File: src/rtl/uart_rx_fifo.sv
// 8N1 UART receiver with mid-bit sampling, stop-bit check and a small receive FIFO.
// Optional even-parity checking is enabled by defining UART_RX_PARITY_EN.
module uart_rx_fifo #(
  parameter int unsigned CLKS_PER_BIT = 6,
  parameter int unsigned FIFO_DEPTH   = 4
) (
  input  logic       clk,
  input  logic       rst_n,
  input  logic       rx,
  output logic [7:0] rx_data,
  output logic       rx_valid,
  input  logic       rx_ready,
  input  logic       clr_err,
  output logic       frame_err,
  output logic       overrun,
`ifdef UART_RX_PARITY_EN
  output logic       parity_err,
`endif
  output logic       busy
);

  localparam int unsigned CW = (CLKS_PER_BIT > 1) ? $clog2(CLKS_PER_BIT) : 1;
  localparam int unsigned AW = $clog2(FIFO_DEPTH);
  localparam int unsigned NW = AW + 1;
  localparam logic [CW-1:0] CNT_LAST = CW'(CLKS_PER_BIT - 1);
  localparam logic [CW-1:0] CNT_MID  = CW'(CLKS_PER_BIT / 2 - 1);

  typedef enum logic [2:0] {
    IDLE      = 3'd0,
    START     = 3'd1,
    DATA      = 3'd2,
`ifdef UART_RX_PARITY_EN
    PARITY    = 3'd5,
`endif
    STOP      = 3'd3,
    WAIT_IDLE = 3'd4
  } state_t;

  state_t        state, state_nxt;
  logic          rx_meta, rx_s, rx_prev;
  logic [CW-1:0] cnt, cnt_nxt;
  logic [2:0]    bit_idx, bit_nxt;
  logic [7:0]    shreg, shreg_nxt;
  logic          push_req, frame_set;
`ifdef UART_RX_PARITY_EN
  logic          parity_set;
`endif

  logic [7:0]    mem [FIFO_DEPTH];
  logic [AW-1:0] wr_ptr, rd_ptr, rd_ptr_nxt;
  logic [NW-1:0] count, count_nxt, count_after_pop;
  logic          pop, full, do_push, ovr_set;
  logic [7:0]    head_nxt;

  // Two-flop synchronizer; the extra flop gives the previous sample for edge detect.
  always_ff @(posedge clk or negedge rst_n) begin
    if (!rst_n) begin
      rx_meta <= 1'b1;
      rx_s    <= 1'b1;
      rx_prev <= 1'b1;
    end else begin
      rx_meta <= rx;
      rx_s    <= rx_meta;
      rx_prev <= rx_s;
    end
  end

  always_ff @(posedge clk or negedge rst_n) begin
    if (!rst_n) begin
      state   <= IDLE;
      cnt     <= '0;
      bit_idx <= '0;
      shreg   <= '0;
      busy    <= 1'b0;
    end else begin
      state   <= state_nxt;
      cnt     <= cnt_nxt;
      bit_idx <= bit_nxt;
      shreg   <= shreg_nxt;
      busy    <= (state_nxt != IDLE);
    end
  end

  always_comb begin
    state_nxt = state;
    cnt_nxt   = cnt;
    bit_nxt   = bit_idx;
    shreg_nxt = shreg;
    push_req  = 1'b0;
    frame_set = 1'b0;
`ifdef UART_RX_PARITY_EN
    parity_set = 1'b0;
`endif
    case (state)
      IDLE: begin
        if (rx_prev && !rx_s) begin
          cnt_nxt   = '0;
          state_nxt = START;
        end
      end
      START: begin
        if (cnt == CNT_MID) begin
          cnt_nxt   = '0;
          bit_nxt   = '0;
          state_nxt = rx_s ? IDLE : DATA;
        end else begin
          cnt_nxt = cnt + CW'(1);
        end
      end
      DATA: begin
        if (cnt == CNT_LAST) begin
          cnt_nxt   = '0;
          shreg_nxt = {rx_s, shreg[7:1]};
          bit_nxt   = bit_idx + 3'd1;
          if (bit_idx == 3'd7) begin
`ifdef UART_RX_PARITY_EN
            state_nxt = PARITY;
`else
            state_nxt = STOP;
`endif
          end
        end else begin
          cnt_nxt = cnt + CW'(1);
        end
      end
`ifdef UART_RX_PARITY_EN
      PARITY: begin
        if (cnt == CNT_LAST) begin
          cnt_nxt    = '0;
          parity_set = ^{shreg, rx_s};
          state_nxt  = STOP;
        end else begin
          cnt_nxt = cnt + CW'(1);
        end
      end
`endif
      STOP: begin
        if (cnt == CNT_LAST) begin
          cnt_nxt = '0;
          if (rx_s) begin
            push_req  = 1'b1;
            state_nxt = IDLE;
          end else begin
            frame_set = 1'b1;
            state_nxt = WAIT_IDLE;
          end
        end else begin
          cnt_nxt = cnt + CW'(1);
        end
      end
      WAIT_IDLE: begin
        if (rx_s) state_nxt = IDLE;
      end
      default: state_nxt = IDLE;
    endcase
  end

  // FIFO control; a push into a full FIFO is accepted only alongside a pop.
  always_comb begin
    pop             = rx_valid && rx_ready;
    full            = (count == NW'(FIFO_DEPTH));
    do_push         = push_req && (!full || pop);
    ovr_set         = push_req && full && !pop;
    count_after_pop = count - NW'(pop);
    count_nxt       = count_after_pop + NW'(do_push);
    rd_ptr_nxt      = rd_ptr + AW'(pop);
    if (count_nxt == '0) begin
      head_nxt = 8'h00;
    end else if (do_push && count_after_pop == '0) begin
      head_nxt = shreg;
    end else begin
      head_nxt = mem[rd_ptr_nxt];
    end
  end

  always_ff @(posedge clk) begin
    if (do_push) mem[wr_ptr] <= shreg;
  end

  always_ff @(posedge clk or negedge rst_n) begin
    if (!rst_n) begin
      wr_ptr   <= '0;
      rd_ptr   <= '0;
      count    <= '0;
      rx_valid <= 1'b0;
      rx_data  <= 8'h00;
    end else begin
      wr_ptr   <= wr_ptr + AW'(do_push);
      rd_ptr   <= rd_ptr_nxt;
      count    <= count_nxt;
      rx_valid <= (count_nxt != '0);
      rx_data  <= head_nxt;
    end
  end

  // Sticky error flags; a new event wins over a simultaneous clear.
  always_ff @(posedge clk or negedge rst_n) begin
    if (!rst_n) begin
      frame_err  <= 1'b0;
      overrun    <= 1'b0;
`ifdef UART_RX_PARITY_EN
      parity_err <= 1'b0;
`endif
    end else begin
      frame_err  <= frame_set | (frame_err & ~clr_err);
      overrun    <= ovr_set | (overrun & ~clr_err);
`ifdef UART_RX_PARITY_EN
      parity_err <= parity_set | (parity_err & ~clr_err);
`endif
    end
  end

endmodule

File: config.mk
export PLATFORM = sky130hd
export DESIGN_NAME = uart_rx_fifo
export DESIGN_NICKNAME = d
export VERILOG_FILES = /design/src/rtl/uart_rx_fifo.sv
export SDC_FILE = /design/constraint.sdc
export NUM_CORES = 1
export LEC_CHECK = 0
export CAP_MARGIN = 15
export CORE_MARGIN = 3
export CORE_UTILIZATION = 60
export CTS_CLUSTER_DIAMETER = 50
export DETAILED_ROUTE_END_ITERATION = 12
export GPL_TIMING_DRIVEN = 1
export PLACE_DENSITY = 0.79
export SLEW_MARGIN = 10
export SYNTH_ARGS = -nofsm -noshare
export SYNTH_HDL_FRONTEND = slang
export SYNTH_SLANG_ARGS = --single-unit
File: constraint.sdc
create_clock -name clk -period 4.85 [get_ports clk]
set_input_delay 0.7275 -clock clk [delete_from_list [all_inputs] [get_ports clk]]
set_output_delay 0.7275 -clock clk [all_outputs]
set_load 0.05 [all_outputs]
== Word level (Yosys, flattened, before mapping) ==
Memories as Yosys holds them, arrays and structs flattened.
Cells that the tools add are included.
Widths: inputs -> output; s select.

* Register bits after elaboration: 39
* Bits in writable memories: 32
* Input bits: 5
* Output and inout bits: 12
* Logic and storage cells: 85
* Memories kept: 1

* $add $sub $neg: 6
* Equal/unequal tests: 11
* Muxes and demuxes: 26
* Bitwise operators: 5
* Reduce and logical (&&, ||, !) cells: 21

{| class="wikitable"
|+ Memories
! memory !! depth !! bits a word !! read ports !! clocked after Yosys merged registers in !! wr ports !! line !! source
|-
| mem || 4 || 8 || 1 || 0 || 1 || 49 || <nowiki>logic [7:0] mem [FIFO_DEPTH];</nowiki>
|}

{| class="wikitable"
|+ Operators with widths
! operator !! count
|-
| $mux 3 || 12
|-
| $mux 8 || 2
|-
| $pmux 3 s5 || 1
|-
| $eq 3x3->1 const B || 4
|-
| $eq 3x2->1 const B || 3
|-
| $logic_not 3->1 || 3
|-
| $pmux 3 s3 || 1
|-
| $reduce_bool 3->1 || 3
|-
| $mux 1 || 8
|-
| $add 3x1->3 const B || 2
|-
| $logic_and 1x1->1 || 6
|-
| $ne 2x2->1 const B || 3
|-
| $pmux 3 s2 || 1
|-
| $add 2x1->2 || 2
|-
| $reduce_and 2->1 || 2
|-
| $add 3x1->3 || 1
|-
| $eq 3x1->1 const B || 1
|-
| $logic_not 1->1 || 3
|-
| $reduce_and 3->1 || 1
|-
| $sub 3x1->3 || 1
|-
| $and 1x1->1 || 2
|-
| $mux 2 || 1
|-
| $or 1x1->1 || 2
|-
| $reduce_bool 2->1 || 1
|-
| 3 further kinds || 3
|}

== Longest topological paths before layout ==
Gate-level depths: netlist of the first run.

* Word-level depth: 7
* Mapped depth: 11
* Depth with buffers taken out: 9

== Worst setup path before layout of the first run ==
Ideal clock, no wire load.

* Path kind: input -> register
* Start point: input port rx_ready
* End point: register rx_data[0]
* Library setup time: 0.143 ns
* Arrival: 2.292 ns
* Required time: 4.707 ns
* Path slack: 2.415 ns
* Cell stages on the path: 8
* Path through: a211oi_1 -> nand2_1 -> nand2_1 -> inv_1 -> ha_1 -> ha_1 -> nor3_2 -> a21oi_1

* Longest elaborated chain between the ends: 6

{| class="wikitable"
|+ Ends and longest elaborated chain
! what !! line !! source
|-
| from (decl) || 12 || <nowiki>input logic rx_ready,</nowiki>
|-
| $logic_and 1x1->1 * || 160 || <nowiki>pop = rx_valid && rx_ready;</nowiki>
|-
| branches (longest 2 deep; another with $sub 3x1->3) || -- ||
|-
| $add 3x1->3 * || 165 || <nowiki>count_nxt = count_after_pop + NW'(do_push);</nowiki>
|-
| net count_nxt[1] || 51 || <nowiki>logic [NW-1:0] count, count_nxt, count_after_pop;</nowiki>
|-
| $logic_not 3->1 * || 167 || <nowiki>if (count_nxt == '0) begin</nowiki>
|-
| $mux 8 * || 167 ||
|-
| net head_nxt[0] || 53 || <nowiki>logic [7:0] head_nxt;</nowiki>
|-
| to (signal assigned) || 192 || <nowiki>rx_data <= head_nxt;</nowiki>
|-
| to (decl) || 10 || <nowiki>output logic [7:0] rx_data,</nowiki>
|}

Mark *: on every way through the listed nets, which the timed path passes.
A chain may end at the register's enable or synchronous reset.

== Worst setup path after layout of the first run ==
* Start point: input port rx_ready
* End point: register rx_data[4]

The elaborated chain is that of the path after synthesis.

==> reports/results.tsv, run 1 <==
metric	value	unit
Num CTS Buffers	9	
Vias/cell	6.014	
H-tree depth	3	
Synth Area in Simple Gates	9.542	%
adder-cell share of the synthesized area	3.333	%
Seq/Total Area, Yosys	64.63	%
largest family of logic cells by synthesized area	multiplexers	
post-route design area	0.003408	mm^2
cell with the most instances after synthesis	dfrtp_1	
crit path capture	rx_data[4]$_DFF_PN0_	
mux share of post-synthesis cell area	10.71	%
Worst Path Buf+Inv	2	
cells resized by post-CTS repair	0	
crit-path max FO	10	
Final Hold Viols	0	
CTS tree	built	
core box area	0.004786	mm^2
number of global-route vias before repair	1838	
Synth area leaders	edfxtp_1 (32%), dfrtp_1 (30%), mux4_1 (7.0%)	
xor/xnor share of the synthesized area	1.167	%
post-synth cell types	47	
Commonest cells post-synth	dfrtp_1 (36), edfxtp_1 (32), nand2_1 (11)	
fraction of layout cells with a size suffix above 1	16.74	%
ys async rst share	54.93	%
Initial Util	62.75	%
pin count of the biggest net entering global routing	40	
ant diodes	0	
worst endpoint required time	5040	ps
detailed-route DRC error count	0	
setup TNS	0	ps
Cell Rows	25	
outcome	finished clean	
clock tree buffer depth	2	
crit path capture type	flop	
PD cells	603.5	mW/mm^2
Final Setup Violations	0	
warnings from Yosys	0	
Max VDD drop	0.0003088	V
multi-input logic area	980.9	um^2
drt total wl	5.457	mm
reg-to-reg startpoint	state[1]$_DFF_PN0_	
number of nets still failing antenna checks after routing	0	
Slowest-stage cell, CP	nor3_2	
root buffer cell	clkbuf_8	
Cells after Synth	200	
Boundary Pins	17	
Top FF cell, synth	dfrtp_1	
R2R depth	8	
register area	0.001941	mm^2
Final min period	2973	ps
DRT iter0 DRCs	148	
CP Depth	9	
RSZ-0062 raised after global routing	no	
post-synthesis compound-gate area fraction	7.917	%
Vert. Die Dim	76.75	um
R2R Setup Slk	2110	ps
initial antenna violation count	0	
#FFs+latches synth	71	
Worst Path Class, Setup	input port to flop	
Total GRT Usage	20.30	%
Worst path max stage delay	510	ps
WP data arrival	3160	ps
Top delay family on crit path	simple AND/OR/NAND/NOR gates	
Final period util	61.30	%
wire per inst	18.56	um
clock sink count	71	
type of element launching the critical path	input port	
Worst-Margin Slew	832.7	ps
Reg-to-Reg End	rx_data[4]$_DFF_PN0_	
HP Start	rx_meta$_DFF_PN1_	
Netlist Area Pre-Place	0.003003	mm^2
CP Cell Sequence	clkdlybuf4s50_1, a211oi_1, nand2_1, nand2_1, inv_1, ha_1, ha_1, nor3_2, a21oi_1	
placed instance area	0.003224	mm^2
Final Skew	9.155	ps
Synthesized Nets	213	
Leak Pwr	1.331	nW
FMAX	0.3364	GHz
Power Total	2.057	mW
Avg Inst Size Synth	15.01	um^2
synth-to-layout area growth	13.50	%
Pre-Repair DR Iteration Count	4	
Yosys top cell area share	32.00	%
gpl congestion	0.8659	
port bufs	16	
max_cap viols	0	
Vias	1768	
Final Max Tran Viols	0	
first-pass GRT wire length	9.101	mm
Die ar.	0.005890	mm^2
clk slew on worst S/H paths	80	ps
clk_lat worst skew	340	ps
# Post-CTS Setup Buffers	0	
GRT overflow	0	
Post-synth EDFFs	32	
Die W	76.75	um
Nets	235	
Final Util	71.22	%
CP startpoint	rx_ready	
Synth area leader	edfxtp_1	
Final HPWL DP	3.629	mm
CTS Hold Bufs	0	
relative slew slack	44.49	%
# fillers	341	
worst min path class	flop to flop	
==> power by group <==
group	switching, mW	total (mW)	internal [mW]
clock	0.226	0.427	0.201
combinational	0.419	0.735	0.316
sequential	0.126	0.895	0.769
==> cell type report <==
type / instances / area share [%]
flip-flops and latches: 71 / 56.94
inverters: 9 / 0.9912
repair buffers: 20 / 5.433
multi-input cells: 111 / 28.78
clock buffers: 10 / 4.038
well taps: 67 / 2.460
clock inverters: 6 / 1.358
==> logic make-up (layout without fill, tap and decap cells) <==
family | count (synthesis) | count (layout)
compound gates | 34 | 34
mux | 18 | 18
simple gates | 47 | 47
xor+xnor | 4 | 4
buf+inv | 18 | 45
flops | 71 | 71
fa+ha+maj | 8 | 8
==> routing by layer <==
metal / up-vias / track usage [%] / part of all wire [%]
met3: 16 / 3.756 / 5.4
met4: 0 / 9.239 / 1.9
met5: - / 0 / 0
met1: 879 / 25.74 / 42
met2: 58 / 34.06 / 51
li1: 815 / - / -
==> stage by stage <==
step	instances	hold WS [ps]	worst slack [ps]
2_1_floorplan	200	345.2	2415
3_3_place_gp	278	345.4	1782
3_5_place_dp	278	349.8	1627
4_1_cts	294	355.3	1921
5_1_grt	294	360.9	1708
6_report	294	354.9	1877
==> sequential cells by signal, summed over array words and instances, names as in the netlist, 2 cells and up <==
name and cells:
state 3, wr_ptr 2, shreg 8, bit_idx 3
cnt 3, rd_ptr 2, mem 32, rx_data 8
count 3
==> cells in the final DEF, fill, tap and decap left out, types with 2 or more instances in the layout <==
cell type,netlist,final
xnor2_1,2,2
dfstp_2,3,3
nor3b_1,3,3
clkinv_4,0,3
clkbuf_8,0,10
o22ai_1,2,2
clkinvlp_4,0,2
buf_4,0,4
xor2_1,2,2
o211ai_1,2,2
and2_1,3,3
dfrtp_1,36,36
and3_1,2,2
nor3_1,2,2
or2_2,2,2
ha_1,8,8
nand2_1,11,11
a22o_1,2,2
edfxtp_1,32,32
inv_1,9,9
o31ai_1,8,8
mux4_1,8,8
o21ai_0,2,2
nand4_1,8,8
clkdlybuf4s50_1,0,15
a21oi_1,10,10
o2bb2ai_1,2,2
mux2_2,9,9
nand3b_1,3,3
nand3_1,2,2
==> how the worst min path moves through the flow <==
stage | cells after the start | endpoint
global placement | 0 | rx_s$_DFF_PN1_
global route | 0 | rx_s$_DFF_PN1_
detailed placement | 0 | rx_s$_DFF_PN1_
CTS | 0 | rx_s$_DFF_PN1_
floorplan | 0 | rx_s$_DFF_PN1_
finish | 0 | rx_s$_DFF_PN1_
Note: power is estimated with default switching activity, not from simulation.
==> run 2: changes to the inputs <==
--- a/config.mk
+++ b/config.mk
@@ -7,11 +7,11 @@
 export LEC_CHECK = 0
 export CAP_MARGIN = 15
 export CORE_MARGIN = 3
-export CORE_UTILIZATION = 60
+export CORE_UTILIZATION = 58
 export CTS_CLUSTER_DIAMETER = 50
 export DETAILED_ROUTE_END_ITERATION = 12
 export GPL_TIMING_DRIVEN = 1
-export PLACE_DENSITY = 0.79
+export PLACE_DENSITY = 0.77
 export SLEW_MARGIN = 10
 export SYNTH_ARGS = -nofsm -noshare
 export SYNTH_HDL_FRONTEND = slang
==> constraint.sdc (replaced) <==
create_clock -name clk -period 2.9 [get_ports clk]
set_input_delay 0.435 -clock clk [delete_from_list [all_inputs] [get_ports clk]]
set_output_delay 0.435 -clock clk [all_outputs]
set_load 0.05 [all_outputs]
==> reports/results.tsv, run 2 (synthesized netlist as in run 1, its figures left out) <==
metric	value	unit
outcome	finished clean	
Nets	238	
Num CTS Buffers	9	
Initial Util	61.94	%
relative slew slack	44.34	%
Largest Register	mem	
synth-to-layout area growth	14.29	%
Top delay family on crit path	simple AND/OR/NAND/NOR gates	
DRT iter0 DRCs	210	
H-tree depth	3	
Vert. Die Dim	77.96	um
RSZ-0062 raised after global routing	no	
Boundary Pins	17	
Final Skew	5.585	ps
CP startpoint	cnt[0]$_DFFE_PN0P_	
Leak Pwr	1.352	nW
R2R depth	8	
GRT overflow	0	
Worst Path Buf+Inv	1	
Vias/cell	6.074	
fraction of layout cells with a size suffix above 1	16.09	%
Worst path max stage delay	570	ps
FMAX	0.3889	GHz
worst min path class	input port to async pin	
Worst-Margin Slew	834.9	ps
Max VDD drop	0.0005357	V
CTS tree	built	
wire per inst	18.72	um
Final Setup Violations	0	
Most common cell on crit path	ha_1	
drt total wl	5.560	mm
clock sink count	71	
Die W	77.96	um
PD cells	1021	mW/mm^2
Final HPWL DP	3.786	mm
clock tree buffer depth	2	
max_cap viols	0	
Final min period	2571	ps
crit path capture type	flop	
detailed-route DRC error count	0	
type of element launching the critical path	flop	
Final Max Tran Viols	0	
clk_lat worst skew	330	ps
root buffer cell	clkbuf_8	
commonest non-fill, non-tap cell in the layout	dfrtp_1	
core box area	0.004848	mm^2
gpl congestion	0.8445	
reg-to-reg startpoint	cnt[0]$_DFFE_PN0P_	
Pre-Repair DR Iteration Count	4	
crit-path max FO	13	
Total GRT Usage	20.42	%
pin count of the biggest net entering global routing	40	
port bufs	16	
max reg flops	32	
Vias	1804	
clk slew on worst S/H paths	70	ps
Final Hold Viols	0	
Final period util	88.66	%
WP data arrival	2770	ps
Slowest-stage cell, CP	dfrtp_1	
CP Depth	8	
Die ar.	0.006077	mm^2
first-pass GRT wire length	9.252	mm
worst endpoint required time	3100	ps
setup TNS	0	ps
biggest regs	mem: 32 flops, rx_data: 8 flops, shreg: 8 flops	
number of global-route vias before repair	1848	
ant diodes	0	
most frequent cells in the layout	dfrtp_1 (36), edfxtp_1 (32), clkdlybuf4s50_1 (15), nand2_1 (11), a21oi_1 (10)	
CP Cell Sequence	and4b_1, and2_1, nand2_1, inv_1, ha_1, ha_1, nor3_4, a21oi_1	
number of nets still failing antenna checks after routing	0	
Min Hold Slack	196.5	ps
initial antenna violation count	0	
R2R Setup Slk	330	ps
Worst Path Class, Setup	flop to flop	
Cell Rows	25	
Reg-to-Reg End	rx_data[6]$_DFF_PN0_	
## run 2: cell count changes in the layout (fill, tap and decap cells not counted), sizes merged
cell	delta
buf	+3
clkinvlp	-2
bufinv	+1
clkinv	+1
## run 2: worst reg2reg max path, cell delays in order (launching register included)
cell	delay (ps)
dfrtp_1	570
and4b_1	300
and2_1	370
nand2_1	180
inv_1	130
ha_1	150
ha_1	270
nor3_4	360
a21oi_1	100
## run 2: cell type report
| type | instances | area (um^2) |
|---|---|---|
| clock buffers | 10 | 127.6 |
| multi-input cells | 111 | 987.2 |
| flip-flops and latches | 71 | 1941 |
| clock inverters | 6 | 51.30 |
| repair buffers | 23 | 207.7 |
| inverters | 9 | 33.78 |
| well taps | 67 | 83.83 |
| fillers | 314 | 1416 |
## run 2: per-stage QoR
step | cells | total power [mW] | util [%] | cell area, um^2 | worst slack (ps)
after CTS | 297 | 3.509 | 70.66 | 3426 | 231.1
after global placement | 281 | 2.673 | 66.97 | 3247 | 342.0
after detailed placement | 281 | 2.766 | 66.97 | 3247 | 201.7
final | 297 | 3.506 | 70.79 | 3432 | 328.9
after global routing | 297 | 3.699 | 70.79 | 3432 | 112.8
after floorplan | 200 | 2.398 | - | 3003 | 533.3
## run 2: per-layer routing
layer	vias to the layer above	track usage [%]	share of wire, %
met1	895	24.68	41
met2	70	34.16	52
li1	821	-	-
met3	18	4.524	4.6
met4	0	11.01	2.9
met5	-	0	0
## run 2: worst max-delay path by stage
stage,endpoint
after floorplan,rx_data[0]$_DFF_PN0_
after global placement,rx_data[7]$_DFF_PN0_
after detailed placement,rx_data[5]$_DFF_PN0_
after CTS,rx_data[6]$_DFF_PN0_
after global routing,rx_data[6]$_DFF_PN0_
final,rx_data[6]$_DFF_PN0_
## run 2: where the power goes
group          switching [mW]  internal, mW  total [mW]
logic                   0.746         0.560        1.31
clock network           0.335         0.386       0.721
registers               0.192          1.29        1.48
total                    1.27          2.23        3.51
## run 2: what timing repair did
item | 4_1_cts | 5_1_grt
setup endpoints to repair | 0 | 3
resized for setup | 0 | 1
setup buffers | 0 | 0
hold buffers | 0 | 0
==> run 3: changes to the inputs <==
--- a/config.mk
+++ b/config.mk
@@ -9,6 +9,7 @@
 export CORE_MARGIN = 3
 export CORE_UTILIZATION = 58
 export CTS_CLUSTER_DIAMETER = 50
+export CTS_CLUSTER_SIZE = 20
 export DETAILED_ROUTE_END_ITERATION = 12
 export GPL_TIMING_DRIVEN = 1
 export PLACE_DENSITY = 0.77
==> results of run 3 <==
The final DEF is identical to that of run 2; final timing and power are the same.
